**config.mk**
```make
export PLATFORM = sky130hd
export DESIGN_NAME = fp_align_add
export DESIGN_NICKNAME = d
export VERILOG_FILES = /design/src/rtl/fp_align_add.sv
export SDC_FILE = /design/constraint.sdc
export NUM_CORES = 1
export LEC_CHECK = 0
export ABC_AREA = 1
export CELL_PAD_IN_SITES_DETAIL_PLACEMENT = 1
export CELL_PAD_IN_SITES_GLOBAL_PLACEMENT = 1
export CORE_MARGIN = 4
export CORE_UTILIZATION = 35
export DETAILED_ROUTE_END_ITERATION = 10
export PLACE_DENSITY = 0.84
export SYNTH_ARGS = -nofsm -noshare
export SYNTH_HDL_FRONTEND = slang
export SYNTH_SLANG_ARGS = --single-unit
```
**constraint.sdc**
```tcl
create_clock -name clk -period 3.5 [get_ports clk]
set_input_delay 0.7 -clock clk [delete_from_list [all_inputs] [get_ports clk]]
set_output_delay 0.7 -clock clk [all_outputs]
set_load 0.02 [all_outputs]
```
**src/rtl/fp_align_add.sv**
```systemverilog
// fp_align_add: front end of the single-precision adder.
//   Masks sign/exponent/mantissa (hidden bit restored), aligns the smaller
//   operand to the larger exponent capturing guard/round/sticky, then does a
//   signed-magnitude 24-bit add/subtract. All outputs registered, latency 1.
// Ports:
//   clk, rst            clock (rising edge), async active-high reset
//   in_valid, a, b      operand strobe and IEEE-754 single operands
//   out_valid           registered result strobe
//   sign_*/exponent_*   masked fields of each operand
//   aligned_mantissa_*  24-bit mantissas after alignment
//   exponent_out        common (larger) exponent, ties pick a
//   aligned_result      low 24 bits of the sum/difference, carry_out = bit 24
//   aligned_sign        sign of the larger aligned mantissa, ties pick a
//   guard/round/sticky  bits shifted out of the smaller operand
// Optional: define FPA_ZERO_FLAG_EN to add result_zero ({carry,result} == 0).
module fp_align_add (
    input  logic        clk,
    input  logic        rst,
    input  logic        in_valid,
    input  logic [31:0] a,
    input  logic [31:0] b,
    output logic        out_valid,
    output logic        sign_a,
    output logic        sign_b,
    output logic [7:0]  exponent_a,
    output logic [7:0]  exponent_b,
    output logic [23:0] aligned_mantissa_a,
    output logic [23:0] aligned_mantissa_b,
    output logic [7:0]  exponent_out,
    output logic [23:0] aligned_result,
    output logic        carry_out,
    output logic        aligned_sign,
    output logic        guard_bit,
    output logic        round_bit,
    output logic        sticky_bit
`ifdef FPA_ZERO_FLAG_EN
    ,
    output logic        result_zero
`endif
);

    logic        sA, sB;
    logic [7:0]  eA, eB;
    logic [23:0] mA, mB;

    assign sA = a[31];
    assign sB = b[31];
    assign eA = a[30:23];
    assign eB = b[30:23];
    assign mA = {|eA, a[22:0]};
    assign mB = {|eB, b[22:0]};

    // a is the reference operand on equal exponents, so b never shifts then.
    logic        aBig;
    logic [7:0]  expDiff;
    logic [23:0] mSmall;

    assign aBig    = (eA >= eB);
    assign expDiff = aBig ? (eA - eB) : (eB - eA);
    assign mSmall  = aBig ? mB : mA;

    // Any shift of 26 or more parks the whole mantissa below the round bit,
    // so clamping there keeps the sticky OR exact with a 50-bit window.
    logic [4:0]  shAmt;
    logic [49:0] shifted;
    logic [23:0] alnSmall, alnA, alnB;
    logic        gBit, rBit, sBit;

    assign shAmt    = (expDiff > 8'd26) ? 5'd26 : expDiff[4:0];
    assign shifted  = {mSmall, 26'b0} >> shAmt;
    assign alnSmall = shifted[49:26];
    assign gBit     = shifted[25];
    assign rBit     = shifted[24];
    assign sBit     = |shifted[23:0];
    assign alnA     = aBig ? mA : alnSmall;
    assign alnB     = aBig ? alnSmall : mB;

    // Signed-magnitude ALU; magnitude compare picks operand order and sign.
    logic        bBigger;
    logic [24:0] sum;
    logic        resSign;

    assign bBigger = (alnB > alnA);
    assign resSign = bBigger ? sB : sA;

    always_comb begin
        sum = '0;
        if (sA == sB)
            sum = {1'b0, alnA} + {1'b0, alnB};
        else if (bBigger)
            sum = {1'b0, alnB - alnA};
        else
            sum = {1'b0, alnA - alnB};
    end

    always_ff @(posedge clk or posedge rst) begin
        if (rst) begin
            out_valid          <= 1'b0;
            sign_a             <= 1'b0;
            sign_b             <= 1'b0;
            exponent_a         <= '0;
            exponent_b         <= '0;
            aligned_mantissa_a <= '0;
            aligned_mantissa_b <= '0;
            exponent_out       <= '0;
            aligned_result     <= '0;
            carry_out          <= 1'b0;
            aligned_sign       <= 1'b0;
            guard_bit          <= 1'b0;
            round_bit          <= 1'b0;
            sticky_bit         <= 1'b0;
`ifdef FPA_ZERO_FLAG_EN
            result_zero        <= 1'b0;
`endif
        end else begin
            out_valid <= in_valid;
            if (in_valid) begin
                sign_a             <= sA;
                sign_b             <= sB;
                exponent_a         <= eA;
                exponent_b         <= eB;
                aligned_mantissa_a <= alnA;
                aligned_mantissa_b <= alnB;
                exponent_out       <= aBig ? eA : eB;
                aligned_result     <= sum[23:0];
                carry_out          <= sum[24];
                aligned_sign       <= resSign;
                guard_bit          <= gBit;
                round_bit          <= rBit;
                sticky_bit         <= sBit;
`ifdef FPA_ZERO_FLAG_EN
                result_zero        <= (sum == 25'd0);
`endif
            end
        end
    end

endmodule

```
==> flow_metrics.tcl, run 1 <==
set metrics [dict create \
    port_buffers 170 \
    synthArstFlopShare 1.00 \
    clk_root_buffer_cell "clkbuf_16" \
    synth_flop_cell "dfrtp_1" \
    syn_nets 2012 \
    grt.total_usage 0.716 \
    htreeDepth 3 \
    synth_area_mm2 0.0113 \
    worst-ep-kind "register input" \
    synth.area.top_cells "dfrtp_1, nand2_1, o21ai_0" \
    place_congestion 1.04 \
    synth_seq_cells 104 \
    synth_edf_count 0 \
    hpwl_mm 49.2 \
    dp.cells 2829 \
    synthDominantCellAreaShare 0.230 \
    num_rows 65 \
    grt_overflow_total 59 \
    seq_area_frac_synth 0.230 \
    ctsLongestPathBuffers 2 \
    start_util 0.357 \
    pin_count 171 \
    yosys_warnings 0 \
    synth.avg_cell_area_um2 6.09 \
    haltStage "global routing (5_1_grt)" \
    die_y_um 188 \
    antenna_found_initial 16 \
    yosysTopAreaCell "dfrtp_1" \
    error_line "[ERROR GRT-0232] Routing congestion too high. Check the congestion heatmap in the GUI." \
    status "stopped before the end" \
    synthCells 1859 \
    cts_buffers 9 \
    postGrtWorstEndpoint "aligned_result[19]$_DFFE_PP0P_/D" \
    die_x_um 188 \
    synth.distinct_cells 50 \
    cts.sinks 104 \
    grt_max_degree 72 \
]
## routing by layer
layer	GRT usage	overflow
met1	0.690	0
met4	0.767	29
met2	0.908	27
met3	0.543	1
met5	0.162	2
## what timing repair did
| action | in CTS |
|---|---|
| gates cloned | 7 |
| endpoints found under the setup margin | 77 |
| pin swaps | 149 |
| endpoints found under the hold margin | 0 |
| gates resized for setup | 488 |
| hold buffers | 0 |
| buffers inserted | 115 |
## per-stage QoR
step                      cell area (um2)  worst slack [ns]  hold WS [ns]  setup TNS (ns)
after detailed placement            17200             -3.58         0.466         -143.63
after global placement              17200             -3.32         0.455         -131.01
after CTS                           20100             -2.08         0.485          -60.54
after floorplan                     11700             -2.04         0.584          -53.51
## synth_stat cells (7+ instances only)
cell / number
a21oi_1: 103
a31oi_1: 10
buf_1: 7
buf_2: 9
buf_6: 7
clkbuf_1: 55
dfrtp_1: 104
ha_1: 81
inv_1: 256
nand2_1: 549
nand2_2: 18
nand3_1: 132
nand4_1: 30
nor2_1: 124
nor3_1: 9
o211ai_1: 10
o21ai_0: 205
o21ai_1: 32
or2_2: 16
xor2_1: 28
## cell families after synthesis
logic type               Yosys count  share of synthesized area
adder cells (fa/ha/maj)           86                     0.0984
buffers and inverters            347                      0.122
flip-flops                       104                      0.230
multiplexers                       4                    0.00354
XOR/XNOR                          33                     0.0255
AO/OA/AOI/OAI                    391                      0.186
AND/OR/NAND/NOR                  894                      0.334
==> run 2, diff against run 1 <==
CELL_PAD_IN_SITES_DETAIL_PLACEMENT = default   (was 1)
CELL_PAD_IN_SITES_GLOBAL_PLACEMENT = default   (was 1)
CORE_UTILIZATION = 30   (was 35)
PLACE_DENSITY = default   (was 0.84)
PLACE_DENSITY_LB_ADDON = 0.15   (was default)
clock period = 4.5 ns   (was 3.5 ns; I/O delays follow)
==> run 2 against run 1 <==
The flow now finishes, with violations (setup timing). Synthesized cell count did not move. Area after synthesis did not move.
==> flow_metrics.tcl, run 2 <==
set metrics [dict create \
    status "finished with violations" \
    violations "setup timing" \
    die_area_mm2 0.0409 \
    regArea_mm2 0.00260 \
    wirelength_mm 57.2 \
    final-hold-violation-count 0 \
    die_y_um 202 \
    finalPower_mw 8.53 \
    layout_common_cells "buf_4, nand2_1, inv_1, clkdlybuf4s50_1, o21ai_0" \
    hpwl_mm 45.0 \
    min_period_ns 5.81 \
    synth.area.top_cells "dfrtp_1, nand2_1, o21ai_0" \
    switching_share 0.459 \
    timing.max_slew.rel_slack 0.549 \
    skew_ns 0 \
    final_common_cell "buf_4" \
    nets 2797 \
    crit_path_frequent_cell "buf_4" \
    maxSlewViolCount 0 \
    grt_overflow_total 0 \
    synth.distinct_cells 50 \
    synth.avg_cell_area_um2 6.09 \
    cts_buffers 9 \
    hp-class "flop to flop" \
    cts.sinks 104 \
    stdcell_count 3154 \
    yosys_warnings 0 \
    power_frac_seq 0.146 \
    cts_tree "yes" \
    finalSetupViolCount 26 \
    synth_common_cells "nand2_1, inv_1, o21ai_0, nand3_1, nor2_1" \
    dr.pass1.iters 5 \
    syn_nets 2012 \
    yosysTopAreaCell "dfrtp_1" \
    vdd.ir_drop.worst_mv 0.229 \
    crit_type "input port to flop" \
    yosysMostFrequentCell "nand2_1" \
    viasPerCell 4.87 \
    synthDominantCellAreaShare 0.230 \
    wire_per_inst_um 18.1 \
    worstPathRequired_ns 4.77 \
    via_count 15400 \
    max-cap-violations 0 \
    clk_root_buffer_cell "clkbuf_16" \
    pwr-share-clk 0.102 \
    grt_pass1_wl_mm 87.3 \
    place_congestion 0.962 \
    design_area_mm2 0.0211 \
    power.leakage_nw 10.6 \
    whs_ns 0.481 \
    crit_slowest_cell "fa_2" \
    num_rows 70 \
    cp_max_fo 8 \
    coreArea_mm2 0.0369 \
    clk_latency_ns 0.39 \
    synthCells 1859 \
    grt.total_usage 0.270 \
    ant_nets 0 \
    grt_max_degree 107 \
    placed_cell_area_mm2 0.0176 \
    fmax_mhz 172 \
    combPwrFrac 0.752 \
    ctsLongestPathBuffers 2 \
    clkTransAtPathRegs_ns 0.08 \
    period_share 1.29 \
    multi_input_area_mm2 0.00932 \
    synth_area_mm2 0.0113 \
    nFillCells 3513 \
    drc 0 \
    die_x_um 202 \
    dp.cells 2980 \
    power.switching_mw 3.91 \
    synth_flop_cell "dfrtp_1" \
    cp_slowest_stage_delay_ns 0.34 \
    start_util 0.307 \
    pin_count 171 \
    cp-end-kind "flop" \
    worstMarginPinSlew_ns 0.677 \
    rsz0062_at_grt "yes" \
    synthArstFlopShare 1.00 \
    worst_slack_ns -1.31 \
    htreeDepth 3 \
    drtIter0Drc 1008 \
    drive_gt1_frac 0.439 \
    port_buffers 170 \
    powerDensity_mw_per_mm2 403 \
    p_int_mw 4.61 \
    grt_pass1_vias 15400 \
    seq_area_frac_synth 0.230 \
    synth_seq_cells 104 \
    area_growth_pct 86.8 \
    antenna_found_initial 1 \
    cp_data_arrival_time_ns 6.08 \
    synth_edf_count 0 \
    critPathLaunchType "input port" \
    fin_setup_tns_ns -30.18 \
    reg_top3 "aligned_mantissa_a (24), aligned_mantissa_b (24), aligned_result (24)" \
    hold_buffers 0 \
]
-- run 2: cell families (layout without fill, tap and decap cells) --
kind of cell,Yosys count,count (layout),synth area share
adder cells (fa/ha/maj),86,86,0.0984
XOR/XNOR,33,33,0.0255
other,0,1,0
flip-flops,104,104,0.230
AND/OR/NAND/NOR,894,894,0.334
multiplexers,4,4,0.00354
buffers and inverters,347,1137,0.122
AO/OA/AOI/OAI,391,391,0.186
-- run 2: final timing paths --
| check | startpoint | slack [ns] | cells after the start | endpoint |
|---|---|---|---|---|
| max | a[23] | -1.31 | 40 | aligned_result[7] |
| min | exponent_b[1] | 0.48 | 2 | exponent_b[1] |
| max reg2reg | aligned_result[1] | 3.70 | 3 | aligned_result[1] |
| min reg2reg | exponent_b[1] | 0.48 | 2 | exponent_b[1] |
| max in group asynchronous | rst | 2.74 | 3 | aligned_mantissa_b[1] |
| min in group asynchronous | rst | 0.96 | 2 | aligned_mantissa_a[19] |
-- run 2: final cells by class --
| type | instances | share of cell area |
|---|---|---|
| timing repair inverter | 1 | 0.000355 |
| sequential | 104 | 0.123 |
| tap | 504 | 0.0298 |
| clock inverter | 7 | 0.00420 |
| inverter | 264 | 0.0489 |
| antenna | 1 | 0.000118 |
| clock buffer | 9 | 0.0107 |
| multi-input combinational | 1408 | 0.441 |
| timing repair buffer | 856 | 0.342 |
-- run 2: worst max-delay path: cells and delay by family --
family,cells,cell delay (ns)
buf+inv,15,1.73
simple gates,13,1.38
compound gates,9,1.33
fa+ha+maj,3,0.71
-- run 2: per-layer routing --
metal	vias to the layer above	global-route usage	routed length (um)
li1	7562	-	-
met1	7217	0.360	25100
met2	474	0.468	27400
met3	97	0.0273	2840
met4	0	0.0749	1780
met5	-	0	0
-- run 2: through the flow --
| step | util | setup WS (ns) |
|---|---|---|
| 2_1_floorplan | - | -1.24 |
| 3_3_place_gp | 0.477 | -2.72 |
| 3_5_place_dp | 0.477 | -2.76 |
| 4_1_cts | 0.548 | -1.08 |
| 5_1_grt | 0.573 | -1.60 |
| 6_report | 0.573 | -1.31 |
-- run 2: what timing repair did --
action,CTS,global route
pin swaps,138,81
resized for setup,459,158
setup endpoints to repair,49,27
gates cloned,6,0
buffers inserted,108,50
-- run 2: power by group through the flow --
stage	sequential [mW]	clock [mW]	combinational (mW)
finish	1.24	0.869	6.41
global route	1.27	0.936	6.88
CTS	1.25	0.900	5.95
detailed placement	1.26	0	5.01
global placement	1.26	0	5.00
floorplan	1.48	0	2.17
Note: power is estimated with default switching activity, not from simulation.
==> run 3, diff against run 2 <==
PLACE_DENSITY_LB_ADDON = 0.08   (was 0.15)
==> run 3 against run 2 <==
The run still ends with setup timing left. Non-clock buffer count fell by 82. Final area fell by 3.3%. Via count fell by 3.9%. Sequential share of layout area rose by 0.42 points. Critical path type unchanged. Largest cell class unchanged.
==> flow_metrics.tcl, run 3 (synthesis results as in run 2) <==
set metrics [dict create \
    drtIter0Drc 928 \
    grt_pass1_wl_mm 83.1 \
    clk_latency_ns 0.38 \
    cp_data_arrival_time_ns 5.94 \
    viasPerCell 4.80 \
    violations "setup timing" \
    cp-end-kind "flop" \
    vdd.ir_drop.worst_mv 0.225 \
    worst_slack_ns -1.10 \
    ant_nets 0 \
    die_x_um 202 \
    drc 0 \
    powerDensity_mw_per_mm2 396 \
    cts_buffers 9 \
    nets 2716 \
    grt.total_usage 0.260 \
    regToRegSetupSlack_ns 3.65 \
    reg2reg_from "aligned_result[1]" \
    grt_overflow_total 0 \
    coreArea_mm2 0.0369 \
    power.switching_mw 3.77 \
    final_common_cell "buf_4" \
    grt_max_degree 87 \
    start_util 0.307 \
    dr.pass1.iters 5 \
    max-cap-violations 0 \
    antennaDiodeCount 0 \
    power_frac_seq 0.155 \
    wirelength_mm 54.9 \
    finalPower_mw 8.08 \
    power.leakage_nw 10.2 \
    drive_gt1_frac 0.426 \
    place_congestion 0.968 \
    startpoint "a[23]" \
    port_buffers 170 \
    critPathLaunchType "input port" \
    cts.sinks 104 \
    worstPathRequired_ns 4.84 \
    via_count 14700 \
    pwr-share-clk 0.109 \
    min_period_ns 5.60 \
    area_growth_pct 80.5 \
    skew_ns 0 \
    die_area_mm2 0.0409 \
    dp_slack_ns -2.71 \
    r2r_end "aligned_result[1]" \
    switching_share 0.467 \
    pin_count 171 \
    hp-class "flop to flop" \
    cts_tree "yes" \
    fin_util 0.554 \
    crit_end "aligned_result[21]" \
    worstMarginPinSlew_ns 0.636 \
    stdcell_count 3072 \
    layout_common_cells "buf_4, nand2_1, inv_1, clkdlybuf4s50_1, dfrtp_1" \
    status "finished with violations" \
    nFillCells 3670 \
    ctsLongestPathBuffers 2 \
    dp.cells 2966 \
    crit_path_frequent_cell "buf_4" \
    hold_buffers 0 \
    fmax_mhz 179 \
    p_int_mw 4.31 \
    timing.max_slew.rel_slack 0.575 \
    combPwrFrac 0.736 \
    rsz0062_at_grt "yes" \
    finalSetupViolCount 25 \
    crit_slowest_cell "fa_2" \
    cp_max_fo 7 \
    grt_pass1_vias 14500 \
    die_y_um 202 \
    period_share 1.24 \
    htreeDepth 3 \
    hpwl_mm 44.0 \
    maxSlewViolCount 0 \
    clkTransAtPathRegs_ns 0.10 \
    crit_type "input port to flop" \
    final-hold-violation-count 0 \
    reg2regPathDepth 3 \
    clk_root_buffer_cell "clkbuf_16" \
    reg_top3 "aligned_mantissa_a (24), aligned_mantissa_b (24), aligned_result (24)" \
    wire_per_inst_um 17.9 \
    antenna_found_initial 0 \
    num_rows 70 \
    cp_slowest_stage_delay_ns 0.34 \
]
## run 3: changes by cell type in the layout (fill, tap and decap cells not counted), sizes merged
cell | previous run | this run
buf | 699 | 608
clkbuf | 9 | 21
clkdlybuf4s15 | 3 | 0
clkinv | 5 | 8
diode | 1 | 0
inv | 266 | 263
nand3 | 136 | 137
## run 3: layout make-up
| type | instances | area, um2 | area share |
|---|---|---|---|
| inverter | 264 | 1030 | 0.0503 |
| timing repair buffer | 774 | 6500 | 0.318 |
| multi-input combinational | 1409 | 9350 | 0.458 |
| clock buffer | 9 | 225 | 0.0110 |
| clock inverter | 7 | 86.3 | 0.00423 |
| tap | 504 | 631 | 0.0309 |
| sequential | 104 | 2600 | 0.127 |
| timing repair inverter | 1 | 7.51 | 0.000367 |
## run 3: stage by stage
stage	hold WS (ns)	setup TNS, ns	instance area [um2]
finish	0.475	-25.79	20400
global route	0.507	-32.66	20400
detailed placement	0.458	-80.57	17400
global placement	0.457	-75.00	17400
floorplan	0.584	-28.53	11700
CTS	0.481	-26.82	19400
## run 3: how the worst min path moves through the flow
stage / from / to / depth (start not counted)
after detailed placement: sign_a / sign_a / 2
after floorplan: aligned_result[19] / aligned_result[19] / 2
after global placement: sign_a / sign_a / 2
final: sign_a / sign_a / 2
after CTS: sign_a / sign_a / 2
after global routing: exponent_a[2] / exponent_a[2] / 2
## run 3: timing repair
action                                  in CTS  in global routing
pin swaps                                  109                114
gates cloned                                 6                  1
endpoints found under the setup margin      48                 30
gates resized for setup                    347                258
setup buffers                               60                 27
## run 3: critical path: cells and delay by family
family                     cells  cell delay (ns)
adders and majority gates      3             0.64
AOI/OAI and AO/OA             10             1.25
buffers and inverters         13             1.52
and+or+nand+nor               13             1.44
xor gates and xnor gates       1             0.17
## run 3: routing by layer
layer / track usage / wire [um] / up-vias
met4: 0.0757 / 1480 / 0
met1: 0.353 / 25000 / 6889
met3: 0.0324 / 2530 / 63
li1: - / - / 7418
met5: 0 / 0 / -
met2: 0.436 / 25900 / 375
## run 3: power by group through the flow
stage	registers, mW	logic [mW]	clock network, mW
final	1.25	5.95	0.883
after detailed placement	1.27	4.86	0
after floorplan	1.48	2.17	0
after global routing	1.28	6.41	0.942
after global placement	1.27	4.86	0
after CTS	1.25	5.49	0.909
